## config.mk

```make
export PLATFORM = sky130hd
export DESIGN_NAME = ahb_decoder_dp_flat
export DESIGN_NICKNAME = d
export VERILOG_FILES = /design/src/rtl/AHB_package.sv /design/src/rtl/ahb_decoder_dp_if.sv /design/src/rtl/ahb_default_slave.sv /design/src/rtl/ahb_decoder_dp.sv /design/src/flat_wrapper.sv
export SDC_FILE = /design/constraint.sdc
export NUM_CORES = 1
export LEC_CHECK = 0
export CORE_MARGIN = 2
export CORE_UTILIZATION = 32
export CTS_BUF_LIST = sky130_fd_sc_hd__clkbuf_4 sky130_fd_sc_hd__clkbuf_8
export DETAILED_ROUTE_END_ITERATION = 12
export GPL_TIMING_DRIVEN = 1
export PLACE_DENSITY_LB_ADDON = 0.05
export SLEW_MARGIN = 20
export SYNTH_ARGS = -nofsm -noshare
export SYNTH_HDL_FRONTEND = slang
export SYNTH_SLANG_ARGS = --single-unit
```

## constraint.sdc

```tcl
create_clock -name hclk -period 1.5 [get_ports hclk]
set_input_delay 0.225 -clock hclk [delete_from_list [all_inputs] [get_ports hclk]]
set_output_delay 0.225 -clock hclk [all_outputs]
set_load 0.01 [all_outputs]
```

## src/rtl/AHB_package.sv

```systemverilog
// ---------------------------------------------------------------------------
// AHB_package
// Shared AHB types for the address decoder and its built-in default slave:
//   htrans_type : address-phase transfer type (IDLE/BUSY/NONSEQ/SEQ)
//   hresp_type  : slave response encoding (OKAY/ERROR/RETRY/SPLIT)
//   ds_state_t  : default-slave response state
// ---------------------------------------------------------------------------
package AHB_package;

  typedef enum logic [1:0] {
    IDLE   = 2'b00,
    BUSY   = 2'b01,
    NONSEQ = 2'b10,
    SEQ    = 2'b11
  } htrans_type;

  typedef enum logic [1:0] {
    OKAY  = 2'b00,
    ERROR = 2'b01,
    RETRY = 2'b10,
    SPLIT = 2'b11
  } hresp_type;

  typedef enum logic [1:0] {
    DS_OKAY = 2'b00,
    DS_ERR1 = 2'b01,
    DS_ERR2 = 2'b10
  } ds_state_t;

  // A transfer only requests a slave when it is NONSEQ or SEQ.
  function automatic logic is_active(input htrans_type t);
    return (t == NONSEQ) || (t == SEQ);
  endfunction

endpackage

```

## src/rtl/ahb_decoder_dp_if.sv

```systemverilog
// ---------------------------------------------------------------------------
// ahb_decoder_dp_if
// Bus bundle between the AHB master side and the address decoder.
//   master modport : drives haddr/htrans/hready/hremap, observes decode results
//   slave  modport : decoder view (inputs address phase, outputs selects and
//                    default-slave response)
// ---------------------------------------------------------------------------
interface ahb_decoder_dp_if
  import AHB_package::*;
#(
  parameter int AHB_ADDR_WIDTH = 32,
  parameter int SLAVE_NUM      = 3
) ();

  logic [AHB_ADDR_WIDTH-1:0] haddr;
  htrans_type                htrans;
  logic                      hready;
  logic                      hremap;
  logic [SLAVE_NUM-1:0]      hsel;
  logic [SLAVE_NUM-1:0]      hsel_dp;
  logic                      default_sel_dp;
  logic                      hready_def;
  hresp_type                 hresp_def;

  modport master (
    output haddr, htrans, hready, hremap,
    input  hsel, hsel_dp, default_sel_dp, hready_def, hresp_def
  );

  modport slave (
    input  haddr, htrans, hready, hremap,
    output hsel, hsel_dp, default_sel_dp, hready_def, hresp_def
  );

endinterface

```

## src/rtl/ahb_default_slave.sv

```systemverilog
// ---------------------------------------------------------------------------
// ahb_default_slave
// Built-in slave that answers transfers to unmapped addresses with the
// standard two-cycle AHB ERROR response; everything else gets zero-wait OKAY.
//   hclk, hreset_n : clock, asynchronous active-low reset
//   i_hready       : bus-wide hready (address-phase acceptance)
//   i_unmapped     : current address phase is NONSEQ/SEQ with no region hit
//   o_hready_def   : default slave hreadyout (registered)
//   o_hresp_def    : default slave hresp (registered)
// ---------------------------------------------------------------------------
module ahb_default_slave
  import AHB_package::*;
(
  input  logic      hclk,
  input  logic      hreset_n,
  input  logic      i_hready,
  input  logic      i_unmapped,
  output logic      o_hready_def,
  output hresp_type o_hresp_def
);

  ds_state_t r_state;

  always_ff @(posedge hclk or negedge hreset_n) begin
    if (!hreset_n) begin
      r_state      <= DS_OKAY;
      o_hready_def <= 1'b1;
      o_hresp_def  <= OKAY;
    end else begin
      case (r_state)
        // DS_OKAY and DS_ERR2 both sit at hready_def=1, so a new unmapped
        // request can be accepted from either and always starts a fresh ERR1.
        DS_OKAY, DS_ERR2: begin
          if (i_hready && i_unmapped) begin
            r_state      <= DS_ERR1;
            o_hready_def <= 1'b0;
            o_hresp_def  <= ERROR;
          end else begin
            r_state      <= DS_OKAY;
            o_hready_def <= 1'b1;
            o_hresp_def  <= OKAY;
          end
        end
        DS_ERR1: begin
          r_state      <= DS_ERR2;
          o_hready_def <= 1'b1;
          o_hresp_def  <= ERROR;
        end
        default: begin
          r_state      <= DS_OKAY;
          o_hready_def <= 1'b1;
          o_hresp_def  <= OKAY;
        end
      endcase
    end
  end

endmodule

```

## src/rtl/ahb_decoder_dp.sv

```systemverilog
// ---------------------------------------------------------------------------
// ahb_decoder_dp
// AHB address decoder with registered data-phase select and a built-in
// default slave for unmapped addresses.
//   hclk, hreset_n : clock, asynchronous active-low reset
//   bus (slave)    : haddr/htrans/hready/hremap in;
//                    hsel (comb, address phase), hsel_dp/default_sel_dp
//                    (registered, data phase), hready_def/hresp_def out
// Regions are inclusive [SLV_LOW[i], SLV_HIGH[i]]; the lowest index wins on
// overlap. With hremap=1 a region-0 hit is redirected to REMAP_SLV.
// ---------------------------------------------------------------------------
module ahb_decoder_dp
  import AHB_package::*;
#(
  parameter int AHB_ADDR_WIDTH = 32,
  parameter int SLAVE_NUM      = 3,
  parameter logic [SLAVE_NUM-1:0][AHB_ADDR_WIDTH-1:0] SLV_LOW =
    {32'h0000_2404, 32'h0000_1000, 32'h0000_0000},
  parameter logic [SLAVE_NUM-1:0][AHB_ADDR_WIDTH-1:0] SLV_HIGH =
    {32'h0000_2AFF, 32'h0000_19FF, 32'h0000_03FF},
  parameter int REMAP_SLV = 1
) (
  input logic             hclk,
  input logic             hreset_n,
  ahb_decoder_dp_if.slave bus
);

  logic [SLAVE_NUM-1:0] w_match;
  logic [SLAVE_NUM-1:0] w_prio;
  logic [SLAVE_NUM-1:0] w_decode;
  logic                 w_active;
  logic                 w_any;
  logic                 w_unmapped;
  logic [SLAVE_NUM-1:0] r_hsel_dp;
  logic                 r_default_sel_dp;

  genvar gi;
  generate
    for (gi = 0; gi < SLAVE_NUM; gi++) begin : g_region
      assign w_match[gi] = (bus.haddr >= SLV_LOW[gi]) && (bus.haddr <= SLV_HIGH[gi]);
      // Lowest index wins: a region only claims the address if no lower one did.
      if (gi == 0) begin : g_first
        assign w_prio[gi] = w_match[gi];
      end else begin : g_rest
        assign w_prio[gi] = w_match[gi] & ~(|w_match[gi-1:0]);
      end
    end
  endgenerate

  always_comb begin
    w_decode = w_prio;
    if (bus.hremap && w_prio[0]) begin
      w_decode[0]         = 1'b0;
      w_decode[REMAP_SLV] = 1'b1;
    end
  end

  assign w_active   = is_active(bus.htrans);
  assign w_any      = |w_match;
  assign w_unmapped = w_active & ~w_any;

  assign bus.hsel = w_active ? w_decode : '0;

  // Data-phase select follows the decode of every accepted phase, including
  // IDLE/BUSY, so the response mux always points at the slave that owns the
  // data phase (the default slave when nothing matched).
  always_ff @(posedge hclk or negedge hreset_n) begin
    if (!hreset_n) begin
      r_hsel_dp        <= '0;
      r_default_sel_dp <= 1'b0;
    end else if (bus.hready) begin
      r_hsel_dp        <= w_decode;
      r_default_sel_dp <= ~w_any;
    end
  end

  assign bus.hsel_dp        = r_hsel_dp;
  assign bus.default_sel_dp = r_default_sel_dp;

  ahb_default_slave u_default_slave (
    .hclk         (hclk),
    .hreset_n     (hreset_n),
    .i_hready     (bus.hready),
    .i_unmapped   (w_unmapped),
    .o_hready_def (bus.hready_def),
    .o_hresp_def  (bus.hresp_def)
  );

endmodule

```

## src/flat_wrapper.sv

```systemverilog
// flat-port wrapper written by rule: the top's interface ports become plain ports
module ahb_decoder_dp_flat import AHB_package::*;
#(
  parameter int AHB_ADDR_WIDTH = 32,
  parameter int SLAVE_NUM      = 3,
  parameter logic [SLAVE_NUM-1:0][AHB_ADDR_WIDTH-1:0] SLV_LOW =
    {32'h0000_2404, 32'h0000_1000, 32'h0000_0000},
  parameter logic [SLAVE_NUM-1:0][AHB_ADDR_WIDTH-1:0] SLV_HIGH =
    {32'h0000_2AFF, 32'h0000_19FF, 32'h0000_03FF},
  parameter int REMAP_SLV = 1
)
  (hclk, hreset_n, bus_haddr, bus_htrans, bus_hready, bus_hremap, bus_hsel, bus_hsel_dp, bus_default_sel_dp, bus_hready_def, bus_hresp_def);
  ahb_decoder_dp_if #(.AHB_ADDR_WIDTH(AHB_ADDR_WIDTH), .SLAVE_NUM(SLAVE_NUM)) bus_i ();
  input logic hclk;
  input logic hreset_n;
  input wire logic [$bits(bus_i.haddr)-1:0] bus_haddr;
  input wire logic [$bits(bus_i.htrans)-1:0] bus_htrans;
  input wire logic [$bits(bus_i.hready)-1:0] bus_hready;
  input wire logic [$bits(bus_i.hremap)-1:0] bus_hremap;
  output wire logic [$bits(bus_i.hsel)-1:0] bus_hsel;
  output wire logic [$bits(bus_i.hsel_dp)-1:0] bus_hsel_dp;
  output wire logic [$bits(bus_i.default_sel_dp)-1:0] bus_default_sel_dp;
  output wire logic [$bits(bus_i.hready_def)-1:0] bus_hready_def;
  output wire logic [$bits(bus_i.hresp_def)-1:0] bus_hresp_def;
  assign bus_i.haddr = bus_haddr;
  assign bus_i.htrans = bus_htrans;
  assign bus_i.hready = bus_hready;
  assign bus_i.hremap = bus_hremap;
  assign bus_hsel = bus_i.hsel;
  assign bus_hsel_dp = bus_i.hsel_dp;
  assign bus_default_sel_dp = bus_i.default_sel_dp;
  assign bus_hready_def = bus_i.hready_def;
  assign bus_hresp_def = bus_i.hresp_def;
  ahb_decoder_dp #(.AHB_ADDR_WIDTH(AHB_ADDR_WIDTH), .SLAVE_NUM(SLAVE_NUM), .SLV_LOW(SLV_LOW), .SLV_HIGH(SLV_HIGH), .REMAP_SLV(REMAP_SLV)) u_core (.hclk(hclk), .hreset_n(hreset_n), .bus(bus_i));
endmodule
```

### Word level (Yosys, flattened, before mapping)

Cells that the tools add are included.

| storage, ports and cells | value |
|---|---|
| bits in registers | 9 |

| operators by class | value |
|---|---|
| mux-type cells | 7 |
| reductions and logical operators | 10 |
| $lt $le $gt $ge | 6 |
| equality and inequality tests | 4 |
| bitwise logic cells | 6 |

Operators by type and width:

| kind | count |
|---|---|
| greater-or-equal comparator 32 x 1 -> 1 bit (second input constant) | 1 |
| greater-or-equal comparator 32 x 13 -> 1 bit (second input constant) | 1 |
| greater-or-equal comparator 32 x 14 -> 1 bit (second input constant) | 1 |
| <= comparator 32 x 10 -> 1 bit (second input constant) | 1 |
| <= comparator 32 x 13 -> 1 bit (second input constant) | 1 |
| <= comparator 32 x 14 -> 1 bit (second input constant) | 1 |
| case mux 2 bit (2 select lines) | 2 |
| == test 2 bit (second input constant) | 3 |
| logical AND 1 bit | 5 |
| OR reduction 2 bit | 2 |
| AND 1 bit | 3 |
| 2-to-1 mux 1 bit | 3 |
| 2-to-1 mux 3 bit | 1 |
| NOT 1 bit | 3 |
| OR reduction 3 bit | 1 |
| == test 2 x 1 -> 1 bit (second input constant) | 1 |
| logical NOT 2 bit | 1 |
| 2-to-1 mux 2 bit | 1 |
| logical OR 1 bit | 1 |

### Logic depth before layout (Yosys ltp)

Gate-level depths: netlist of the first run.

| logic depth | value |
|---|---|
| depth in word-level cells | 8 |
| gate-level depth with buffers | 4 |
| mapped depth without buffers | 4 |

### By module

Synthesis of the first run repeated with hierarchy kept, for this count alone.

| second synthesis, totals | value |
|---|---|
| cell total of the unflattened synthesis | 54 |
| area total of the unflattened synthesis | 508.0 um^2 |

By module, submodules not included:

| module | cells each | instances | area each (um^2) |
|---|---|---|---|
| ahb_decoder_dp | 43 | 1 | 360.3 |
| ahb_default_slave | 11 | 1 | 147.6 |

### Worst setup path before layout of the first run

Ideal clock, no wire load.

| timing | value |
|---|---|
| path type | input-to-output |
| from | in bus_haddr[15] |
| to | out bus_hsel[2] |
| arrival | 1.119 ns |
| cell stages on the path | 3 |
| path slack | 0.156 ns |
| buffers on the path | 0 |
| required time | 1.275 ns |
| cell sequence | or4b_4 > nor2_1 > and3_1 |

| on the way | value |
|---|---|
| word-level cells in the longest chain between the ends | 6 |
| elaborated cells on any way between the ends | 13 |
| classes of those cells | 6 x order compare; 1 x mux; 2 x bitwise; 4 x reduce/logical |

RTL lines:

| what | line | RTL |
|---|---|---|
| start, declared | flat_wrapper.sv:16 | `input wire logic [$bits(bus_i.haddr)-1:0] bus_haddr;` |
| greater-or-equal comparator 32 x 1 -> 1 bit, or another cell as far along | ahb_decoder_dp.sv:40 | `assign w_match[gi] = (bus.haddr >= SLV_LOW[gi]) && (bus.haddr <= SLV_HIGH[gi]);` |
| logical AND 1 bit | ahb_decoder_dp.sv:40 |  |
| OR reduction 2 bit | ahb_decoder_dp.sv:45 | `assign w_prio[gi] = w_match[gi] & ~(\|w_match[gi-1:0]);` |
| NOT 1 bit | ahb_decoder_dp.sv:45 |  |
| AND 1 bit (*) | ahb_decoder_dp.sv:45 |  |
| 2-to-1 mux 3 bit (*) | ahb_decoder_dp.sv:62 | `assign bus.hsel = w_active ? w_decode : '0;` |
| end, declared | flat_wrapper.sv:20 | `output wire logic [$bits(bus_i.hsel)-1:0] bus_hsel;` |

Every way passes the cells marked *; elsewhere a longest branch is shown, timed or not.

### Final worst setup path of the first run

| timing | value |
|---|---|
| from | in bus_haddr[7] |
| to | out bus_hsel[2] |

Same word-level chain as after synthesis.

==> impl_results.html, run 1 <==
<table>
<tr><th>Metric</th><th>Value</th></tr>
<tr><th colspan="2">Outcome</th></tr>
<tr><td>Outcome</td><td>finished with violations</td></tr>
<tr><td>Violated checks</td><td>negative setup slack</td></tr>
<tr><th colspan="2">Global route</th></tr>
<tr><td>Largest net degree at the start of global routing</td><td>9</td></tr>
<tr><td>Via count of the first global-routing pass</td><td>681</td></tr>
<tr><td>Global route total overflow</td><td>0</td></tr>
<tr><td>Overall Global Routing Usage</td><td>roughly a fifth</td></tr>
<tr><td>Antenna violations before repair</td><td>0</td></tr>
<tr><td>First-pass GRT wire length</td><td>around 3000 um</td></tr>
<tr><th colspan="2">Run</th></tr>
<tr><td>Max Cap Viol</td><td>0</td></tr>
<tr><th colspan="2">Detailed routing</th></tr>
<tr><td>Total Routed Length</td><td>2190 um</td></tr>
<tr><td>Count of unresolved DRC violations after routing</td><td>0</td></tr>
<tr><td>DR vias/cell</td><td>5.12</td></tr>
<tr><td>Detailed Routing Iterations Pass 1</td><td>4</td></tr>
<tr><td>Number of nets with antenna violations after routing</td><td>0</td></tr>
<tr><td>Initial drt markers</td><td>12</td></tr>
<tr><td>Detailed-route via count</td><td>around 730</td></tr>
<tr><td>Final routed wire length divided by cell count</td><td>15.3 um</td></tr>
<tr><th colspan="2">Logic synthesis</th></tr>
<tr><td>Syn Std Cell Area</td><td>564 sq um</td></tr>
<tr><td>Post-synthesis async set-or-reset flop share</td><td>100%</td></tr>
<tr><td>Top area cells in the synthesized netlist</td><td>sky130_fd_sc_hd__dfrtp_1, sky130_fd_sc_hd__nor4_2, sky130_fd_sc_hd__dfstp_2</td></tr>
<tr><td>Area share of the largest cell type after synthesis</td><td>between 30% and 40%</td></tr>
<tr><td>Top cells by count, synth</td><td>sky130_fd_sc_hd__dfrtp_1, sky130_fd_sc_hd__nor2_1, sky130_fd_sc_hd__nor4_2</td></tr>
<tr><td>Synthesized netlist net count</td><td>96</td></tr>
<tr><td>Synthesized instance count</td><td>58</td></tr>
<tr><td>Largest area contributor in the synthesized netlist</td><td>sky130_fd_sc_hd__dfrtp_1</td></tr>
<tr><td>Unique masters post-synth</td><td>32</td></tr>
<tr><td>Synthesized area per cell</td><td>9.73 sq um</td></tr>
<tr><td>Synth Register Bits</td><td>8</td></tr>
<tr><td>Most common flop cell mapped by yosys</td><td>sky130_fd_sc_hd__dfrtp_1</td></tr>
<tr><td>Count of flip-flops with a built-in enable after synthesis</td><td>0</td></tr>
<tr><td>Count of yosys warnings during synthesis</td><td>0</td></tr>
<tr><td>Share of the yosys chip area belonging to registers</td><td>35.7%</td></tr>
<tr><th colspan="2">Timing</th></tr>
<tr><td>RSZ-0062 raised after global routing</td><td>yes</td></tr>
<tr><td>Number of max-slew violations in the final report</td><td>0</td></tr>
<tr><td>Worst setup slack after layout</td><td>-0.131 ns</td></tr>
<tr><td>Clock period minus final worst setup slack</td><td>1.63 ns</td></tr>
<tr><td>TNS Setup</td><td>-0.164 ns</td></tr>
<tr><td>Post-route fraction of the period consumed by the critical path</td><td>109%</td></tr>
<tr><td>Final Hold Vio Count</td><td>0</td></tr>
<tr><td>Worst Clk Skew</td><td>between 0.002 and 0.003 ns</td></tr>
<tr><td>Final setup violation count</td><td>2</td></tr>
<tr><td>Final hold slack</td><td>0.253 ns</td></tr>
<tr><td>Max Clock Freq</td><td>613 MHz</td></tr>
<tr><th colspan="2">Final layout</th></tr>
<tr><td>Number of diodes</td><td>0</td></tr>
<tr><td>Area delta synth-&gt;final</td><td>132%</td></tr>
<tr><td>Non-filler instance count after layout</td><td>around 140</td></tr>
<tr><td>Layout cell share with drive strength beyond 1</td><td>61.1%</td></tr>
<tr><td>Filler cell count in the final layout</td><td>110</td></tr>
<tr><td>Final net count</td><td>165</td></tr>
<tr><th colspan="2">CTS</th></tr>
<tr><td>Clock tree sinks</td><td>8</td></tr>
<tr><td>Number of buffers added to fix hold violations after cts</td><td>0</td></tr>
<tr><td>Maximum level of the CTS H-tree</td><td>1</td></tr>
<tr><td>Insertion delay of the later-clocked pin in the worst-skew pair</td><td>0.25 ns</td></tr>
<tr><td>Buffer cell driving the clock tree root</td><td>sky130_fd_sc_hd__clkbuf_4</td></tr>
<tr><td>CTS buffer count</td><td>3</td></tr>
<tr><td>Maximum clock insertion buffer count</td><td>2</td></tr>
<tr><td>Clock transition at path regs</td><td>0.06 ns</td></tr>
<tr><td>Clock tree from TritonCTS</td><td>yes</td></tr>
<tr><th colspan="2">Floorplan</th></tr>
<tr><td>Initial Utilization</td><td>~33%</td></tr>
<tr><td>DIE HEIGHT</td><td>46.0 um</td></tr>
<tr><td>Placeable Area</td><td>around 1700 sq um</td></tr>
<tr><td>Row Count</td><td>15</td></tr>
<tr><td>Die Wd</td><td>46.0 um</td></tr>
<tr><td>Number of top-level pins</td><td>48</td></tr>
<tr><td>Area of the die</td><td>2120 sq um</td></tr>
<tr><th colspan="2">Setup path</th></tr>
<tr><td>Critical path required time</td><td>1.27 ns</td></tr>
<tr><td>Startpoint-to-endpoint class of the critical path</td><td>input port to primary output</td></tr>
<tr><td>Setup crit start kind</td><td>input port</td></tr>
<tr><td>Launch point of the worst reg-to-reg path</td><td>u_core.u_default_slave.r_state[0]</td></tr>
<tr><td>Worst reg2reg endpoint</td><td>u_core.u_default_slave.o_hresp_def[0]</td></tr>
<tr><td>Depth of the worst register-to-register path</td><td>4</td></tr>
<tr><td>Setup slack on the worst flop-to-flop path</td><td>0.58 ns</td></tr>
<tr><td>CP peak stage delay</td><td>0.33 ns</td></tr>
<tr><td>Crit path arrival time</td><td>~1.4 ns</td></tr>
<tr><td>Kind of end point of the critical path</td><td>primary output</td></tr>
<tr><td>Library cell contributing the largest single delay on the critical path</td><td>sky130_fd_sc_hd__o32a_4</td></tr>
<tr><td>Critical Path, Cell by Cell</td><td>clkdlybuf4s15_1, nor4_4, a21boi_2, o32a_4, and3_4, buf_6</td></tr>
<tr><td>Maximum fanout encountered on the critical timing path</td><td>2</td></tr>
<tr><th colspan="2">Power</th></tr>
<tr><td>Total power density per cell area</td><td>~470 nW/um^2</td></tr>
<tr><td>Highest ir drop seen on vdd</td><td>~0.37 mV</td></tr>
<tr><td>LEAKAGE</td><td>0.580 nW</td></tr>
<tr><th colspan="2">Placed design</th></tr>
<tr><td>Number of buffers inserted by port buffering</td><td>45</td></tr>
<tr><td>Half-perimeter wire length after detailed placement</td><td>1320 um</td></tr>
<tr><td>Inst Count DP</td><td>128</td></tr>
<tr><td>GPL Wtd Cong</td><td>0.766</td></tr>
<tr><th colspan="2">Worst hold path</th></tr>
<tr><td>Type of the tightest min-delay check</td><td>input port to async pin</td></tr>
</table>
-- metal layers --
metal	GRT usage [%]	vias up	part of all wire, %
met4	3.43	0	1.2
met1	23.7	349	36
met2	36.4	21	59
li1	-	360	-
met5	0	-	0
met3	5.95	2	3.5
-- registers in the layout, indices dropped and copies added (netlist names) --
signal	cells
u_core.u_default_slave.r_state	2
u_core.u_default_slave.o_hready_def	1
u_core.bus.hsel_dp	3
u_core.u_default_slave.o_hresp_def	1
u_core.bus.default_sel_dp	1
-- stage by stage --
stage / setup slack (ns) / utilization [%] / power, mW / area (sq um)
floorplan: 0.156 / - / 0.267 / 564
global placement: -0.783 / 64.9 / 0.399 / 1100
detailed placement: -0.784 / 64.9 / 0.401 / 1100
CTS: -0.0480 / 73.0 / 0.604 / 1230
global route: -0.147 / 77.6 / 0.650 / 1310
finish: -0.131 / 77.6 / 0.613 / 1310
-- worst max-delay path by stage --
stage	from	to	slack [ns]	cells past startpoint
detailed placement	bus_haddr[12]	bus_hsel[2]	-0.78	6
floorplan	bus_haddr[15]	bus_hsel[2]	0.16	3
global route	bus_haddr[7]	bus_hsel[2]	-0.15	6
global placement	bus_haddr[3]	bus_hsel[2]	-0.78	6
CTS	bus_haddr[12]	bus_hsel[2]	-0.05	5
finish	bus_haddr[7]	bus_hsel[2]	-0.13	6
-- area by class of cell --
type	count	area [sq um]	share of cell area [%]
timing repair buffer	65	551	42.0
multi-input combinational	47	499	38.1
sequential	8	201	15.4
clock buffer	4	30.0	2.29
tap	17	21.3	1.62
inverter	2	7.51	0.573
-- cells in the final DEF (no fill, tap or decap), types with 2 or more instances in the layout --
cell and count:
sky130_fd_sc_hd__nor3_1 2, sky130_fd_sc_hd__dlygate4sd2_1 4, sky130_fd_sc_hd__clkdlybuf4s50_1 9, sky130_fd_sc_hd__buf_6 15, sky130_fd_sc_hd__a21o_1 2, sky130_fd_sc_hd__clkdlybuf4s15_1 5
sky130_fd_sc_hd__nor3_2 2, sky130_fd_sc_hd__dfrtp_1 7, sky130_fd_sc_hd__inv_1 2, sky130_fd_sc_hd__clkbuf_4 4, sky130_fd_sc_hd__buf_4 12, sky130_fd_sc_hd__nor2_1 3
sky130_fd_sc_hd__nor2_4 3, sky130_fd_sc_hd__buf_2 18, sky130_fd_sc_hd__nor2b_1 2, sky130_fd_sc_hd__nor4_4 7, sky130_fd_sc_hd__nand4_1 2
-- cell families after synthesis --
group | after synthesis | synth area share, %
flip-flops | 8 | 35.7
multiplexers | 1 | 2.00
other | 1 | 0.665
AND/OR/NAND/NOR | 32 | 38.8
AO/OA/AOI/OAI | 13 | 20.2
buffers and inverters | 3 | 2.66
-- power by group --
part	total [mW]	switching, mW	internal [mW]
registers	0.226	0.00193	0.224
logic	0.186	0.0844	0.101
clock network	0.202	0.0819	0.120
-- worst max-delay path: cells and delay by family --
family                 cells  cell delay [ns]
buffers and inverters      2             0.33
AND/OR/NAND/NOR            2             0.41
AO/OA/AOI/OAI              2             0.44
-- repair_timing --
item | in CTS | in global routing
resized for setup | 145 | 17
buffers inserted | 11 | 0
setup endpoints to repair | 7 | 5
hold endpoints to repair | 0 | 0
pin swaps | 20 | 4
No activity file was read; power rests on OpenSTA's default activity.
==> inputs of run 2 (changes only) <==
--- a/config.mk
+++ b/config.mk
@@ -6,7 +6,7 @@
 export NUM_CORES = 1
 export LEC_CHECK = 0
 export CORE_MARGIN = 2
-export CORE_UTILIZATION = 32
+export CORE_UTILIZATION = 35
 export CTS_BUF_LIST = sky130_fd_sc_hd__clkbuf_4 sky130_fd_sc_hd__clkbuf_8
 export DETAILED_ROUTE_END_ITERATION = 12
 export GPL_TIMING_DRIVEN = 1
==> constraint.sdc (replaced) <==
create_clock -name hclk -period 1.95 [get_ports hclk]
set_input_delay 0.2925 -clock hclk [delete_from_list [all_inputs] [get_ports hclk]]
set_output_delay 0.2925 -clock hclk [all_outputs]
set_load 0.01 [all_outputs]
==> impl_results.html, run 2 (synthesis gave the netlist of run 1 again) <==
<table>
<tr><th>Metric</th><th>Value</th></tr>
<tr><th colspan="2">Outcome</th></tr>
<tr><td>Outcome</td><td>finished with violations</td></tr>
<tr><td>Violated checks</td><td>negative setup slack</td></tr>
<tr><th colspan="2">Global route</th></tr>
<tr><td>First-pass GRT wire length</td><td>3370 um (+11%)</td></tr>
<tr><td>Overall Global Routing Usage</td><td>23.9% (+3.6 points)</td></tr>
<tr><td>Global route total overflow</td><td>0 (unchanged)</td></tr>
<tr><td>Via count of the first global-routing pass</td><td>864 (+27%)</td></tr>
<tr><td>Antenna violations before repair</td><td>0 (unchanged)</td></tr>
<tr><td>Largest net degree at the start of global routing</td><td>9 (unchanged)</td></tr>
<tr><th colspan="2">Setup path</th></tr>
<tr><td>Kind of end point of the critical path</td><td>flip-flop</td></tr>
<tr><td>CP delay by family, top</td><td>buffers and inverters</td></tr>
<tr><td>Library cell contributing the largest single delay on the critical path</td><td>sky130_fd_sc_hd__o31ai_4</td></tr>
<tr><td>Launch point of the worst reg-to-reg path</td><td>u_core.u_default_slave.r_state[0]</td></tr>
<tr><td>Critical Path, Cell by Cell</td><td>buf_2, buf_4, nor3b_4, o31ai_4, nor2_4, buf_4, buf_4, buf_4, buf_4, buf_4, buf_4, buf_4, a31o_1</td></tr>
<tr><td>Crit path arrival time</td><td>2.11 ns (+0.70 ns)</td></tr>
<tr><td>Depth of the worst register-to-register path</td><td>4 (unchanged)</td></tr>
<tr><td>CP peak stage delay</td><td>0.31 ns (-0.02 ns)</td></tr>
<tr><td>Combined buffer and inverter count along the critical path</td><td>9 (+7)</td></tr>
<tr><td>Maximum fanout encountered on the critical timing path</td><td>3 (+1)</td></tr>
<tr><td>Top cell by count, worst path</td><td>sky130_fd_sc_hd__buf_4</td></tr>
<tr><td>Start point of the critical path</td><td>bus_haddr[12]</td></tr>
<tr><td>Worst reg2reg endpoint</td><td>u_core.u_default_slave.o_hresp_def[0]</td></tr>
<tr><td>Setup slack on the worst flop-to-flop path</td><td>0.93 ns (+0.35 ns)</td></tr>
<tr><td>Critical path required time</td><td>2.09 ns (+0.82 ns)</td></tr>
<tr><td>Setup crit start kind</td><td>input port</td></tr>
<tr><td>Startpoint-to-endpoint class of the critical path</td><td>input port to flip-flop</td></tr>
<tr><th colspan="2">CTS</th></tr>
<tr><td>CTS buffer count</td><td>3 (unchanged)</td></tr>
<tr><td>Clock tree sinks</td><td>8 (unchanged)</td></tr>
<tr><td>Maximum clock insertion buffer count</td><td>2 (unchanged)</td></tr>
<tr><td>Maximum level of the CTS H-tree</td><td>1 (unchanged)</td></tr>
<tr><td>Buffer cell driving the clock tree root</td><td>sky130_fd_sc_hd__clkbuf_4</td></tr>
<tr><td>Clock transition at path regs</td><td>0.06 ns (about the same)</td></tr>
<tr><td>Insertion delay of the later-clocked pin in the worst-skew pair</td><td>0.26 ns (about the same)</td></tr>
<tr><td>Number of buffers added to fix hold violations after cts</td><td>0 (unchanged)</td></tr>
<tr><td>Clock tree from TritonCTS</td><td>yes</td></tr>
<tr><th colspan="2">Power</th></tr>
<tr><td>Part of the power in registers</td><td>37.7% (+0.9 points)</td></tr>
<tr><td>Part of the total power dissipated in the clock network</td><td>33.0% (about the same)</td></tr>
<tr><td>Internal power of the cells</td><td>342 uW (-23%)</td></tr>
<tr><td>LEAKAGE</td><td>0.652 nW (+12%)</td></tr>
<tr><td>Total power density per cell area</td><td>352 nW/um^2 (-25%)</td></tr>
<tr><td>Switching portion of total power</td><td>26.0% (-1.4 points)</td></tr>
<tr><td>Power Total</td><td>462 uW (-25%)</td></tr>
<tr><td>Sw Pwr</td><td>120 uW (-28%)</td></tr>
<tr><td>Part of the total power dissipated in combinational logic</td><td>29.3% (-1.0 points)</td></tr>
<tr><td>Highest ir drop seen on vdd</td><td>0.314 mV (-16%)</td></tr>
<tr><th colspan="2">Timing</th></tr>
<tr><td>Clock period minus final worst setup slack</td><td>1.96 ns</td></tr>
<tr><td>RSZ-0062 raised after global routing</td><td>yes</td></tr>
<tr><td>Number of max-slew violations in the final report</td><td>0 (unchanged)</td></tr>
<tr><td>Final Hold Vio Count</td><td>0 (unchanged)</td></tr>
<tr><td>Post-route fraction of the period consumed by the critical path</td><td>101%</td></tr>
<tr><td>Final setup violation count</td><td>1 (-1)</td></tr>
<tr><td>Worst setup slack after layout</td><td>-0.0125 ns (+0.119 ns)</td></tr>
<tr><td>Worst Clk Skew</td><td>0.00741 ns (+0.00490 ns)</td></tr>
<tr><td>Max Clock Freq</td><td>510 MHz</td></tr>
<tr><th colspan="2">Placed design</th></tr>
<tr><td>Number of buffers inserted by port buffering</td><td>45 (unchanged)</td></tr>
<tr><td>Dpl ws</td><td>-0.509 ns (+0.274 ns)</td></tr>
<tr><td>Half-perimeter wire length after detailed placement</td><td>1450 um (+10%)</td></tr>
<tr><td>GPL Wtd Cong</td><td>0.720 (-6.1%)</td></tr>
<tr><th colspan="2">Final layout</th></tr>
<tr><td>Filler cell count in the final layout</td><td>80 (-27%)</td></tr>
<tr><td>Flip-flop count of the largest register, all copies and words added</td><td>3 (unchanged)</td></tr>
<tr><td>Top library cells by usage in the layout, fill and taps aside</td><td>sky130_fd_sc_hd__dlygate4sd2_1, sky130_fd_sc_hd__buf_4, sky130_fd_sc_hd__clkdlybuf4s50_1</td></tr>
<tr><td>Number of diodes</td><td>0 (unchanged)</td></tr>
<tr><td>Final net count</td><td>167 (+1.2%)</td></tr>
<tr><td>Most frequent standard cell in the layout excluding fill and tap cells</td><td>sky130_fd_sc_hd__dlygate4sd2_1</td></tr>
<tr><td>Layout cell share with drive strength beyond 1</td><td>41.4% (-20 points)</td></tr>
<tr><td>Area delta synth-&gt;final</td><td>132% (about the same)</td></tr>
<tr><th colspan="2">Detailed routing</th></tr>
<tr><td>Detailed Routing Iterations Pass 1</td><td>4 (unchanged)</td></tr>
<tr><td>Number of nets with antenna violations after routing</td><td>0 (unchanged)</td></tr>
<tr><td>Total Routed Length</td><td>2300 um (+4.8%)</td></tr>
<tr><td>Initial drt markers</td><td>6 (-6)</td></tr>
<tr><td>Final routed wire length divided by cell count</td><td>15.9 um (+4.1%)</td></tr>
<tr><td>Count of unresolved DRC violations after routing</td><td>0 (unchanged)</td></tr>
<tr><td>Detailed-route via count</td><td>768 (+4.9%)</td></tr>
<tr><td>DR vias/cell</td><td>5.33 (+4.2%)</td></tr>
<tr><th colspan="2">Floorplan</th></tr>
<tr><td>Area of the die</td><td>1950 sq um (-7.8%)</td></tr>
<tr><td>Die Wd</td><td>44.2 um (-4.0%)</td></tr>
<tr><td>Initial Utilization</td><td>37.5% (+4.1 points)</td></tr>
<tr><td>Number of top-level pins</td><td>48 (unchanged)</td></tr>
<tr><td>Row Count</td><td>14 (-1)</td></tr>
<tr><td>Placeable Area</td><td>1510 sq um (-11%)</td></tr>
<tr><td>DIE HEIGHT</td><td>44.2 um (-4.0%)</td></tr>
<tr><th colspan="2">Run</th></tr>
<tr><td>Max Cap Viol</td><td>0 (unchanged)</td></tr>
<tr><th colspan="2">Worst hold path</th></tr>
<tr><td>Type of the tightest min-delay check</td><td>input port to async pin</td></tr>
</table>
## run 2: cell count changes in the layout (fill, tap and decap cells not counted), moves of 2 or more
cell | previous run | this run
sky130_fd_sc_hd__buf_2 | 18 | 3
sky130_fd_sc_hd__dlygate4sd2_1 | 4 | 19
sky130_fd_sc_hd__buf_6 | 15 | 5
sky130_fd_sc_hd__dlymetal6s2s_1 | 0 | 9
sky130_fd_sc_hd__buf_4 | 12 | 18
sky130_fd_sc_hd__nor4_2 | 0 | 5
sky130_fd_sc_hd__nor4_4 | 7 | 2
sky130_fd_sc_hd__clkdlybuf4s15_1 | 5 | 1
sky130_fd_sc_hd__clkdlybuf4s50_1 | 9 | 11
## run 2: how the worst max path moves through the flow
stage,end,depth (start not counted)
2_1_floorplan,bus_hsel[2],3
3_3_place_gp,bus_hsel[2],5
3_5_place_dp,bus_hsel[2],5
4_1_cts,u_core.bus.hsel_dp[1],13
5_1_grt,u_core.bus.hsel_dp[1],13
6_report,u_core.bus.hsel_dp[1],13
## run 2: final cells by class
cell class | instances | area (sq um) | share of cell area (%)
clock buffer | 4 | 30.0 | 2.29
timing repair buffer | 67 | 611 | 46.6
inverter | 2 | 7.51 | 0.573
multi-input combinational | 47 | 442 | 33.7
sequential | 8 | 201 | 15.4
tap | 16 | 20.0 | 1.53
## run 2: per-stage QoR
| stage | hold slack, ns | area [sq um] | util [%] | std cells | TNS (ns) |
|---|---|---|---|---|---|
| after floorplan | -0.00309 | 564 | - | 58 | 0 |
| after global placement | 0.493 | 1110 | 73.7 | 129 | -1.32 |
| after detailed placement | 0.511 | 1110 | 73.7 | 129 | -1.38 |
| after CTS | 0.310 | 1240 | 82.4 | 144 | 0 |
| after global routing | 0.319 | 1310 | 87.0 | 144 | -0.0493 |
| final | 0.293 | 1310 | 87.0 | 144 | -0.0125 |
## run 2: power groups by stage
stage / Clock, mW / Combinational [mW] / Sequential [mW]
2_1_floorplan: 0 / 0.0275 / 0.178
3_3_place_gp: 0 / 0.131 / 0.177
3_5_place_dp: 0 / 0.134 / 0.177
4_1_cts: 0.148 / 0.125 / 0.174
5_1_grt: 0.159 / 0.145 / 0.174
6_report: 0.153 / 0.135 / 0.174
## run 2: what timing repair did
action,in CTS,in global routing
pin swaps,17,10
endpoints found under the setup margin,3,4
setup buffers,11,0
gates resized for setup,53,18
## run 2: per-layer routing
metal  GRT usage, %  vias to the layer above  share of wire, %
li1               -                      361                 -
met1           22.0                      368                36
met2           49.7                       35                57
met3           4.49                        4               6.1
met4           9.09                        0               1.5
met5              0                        -                 0
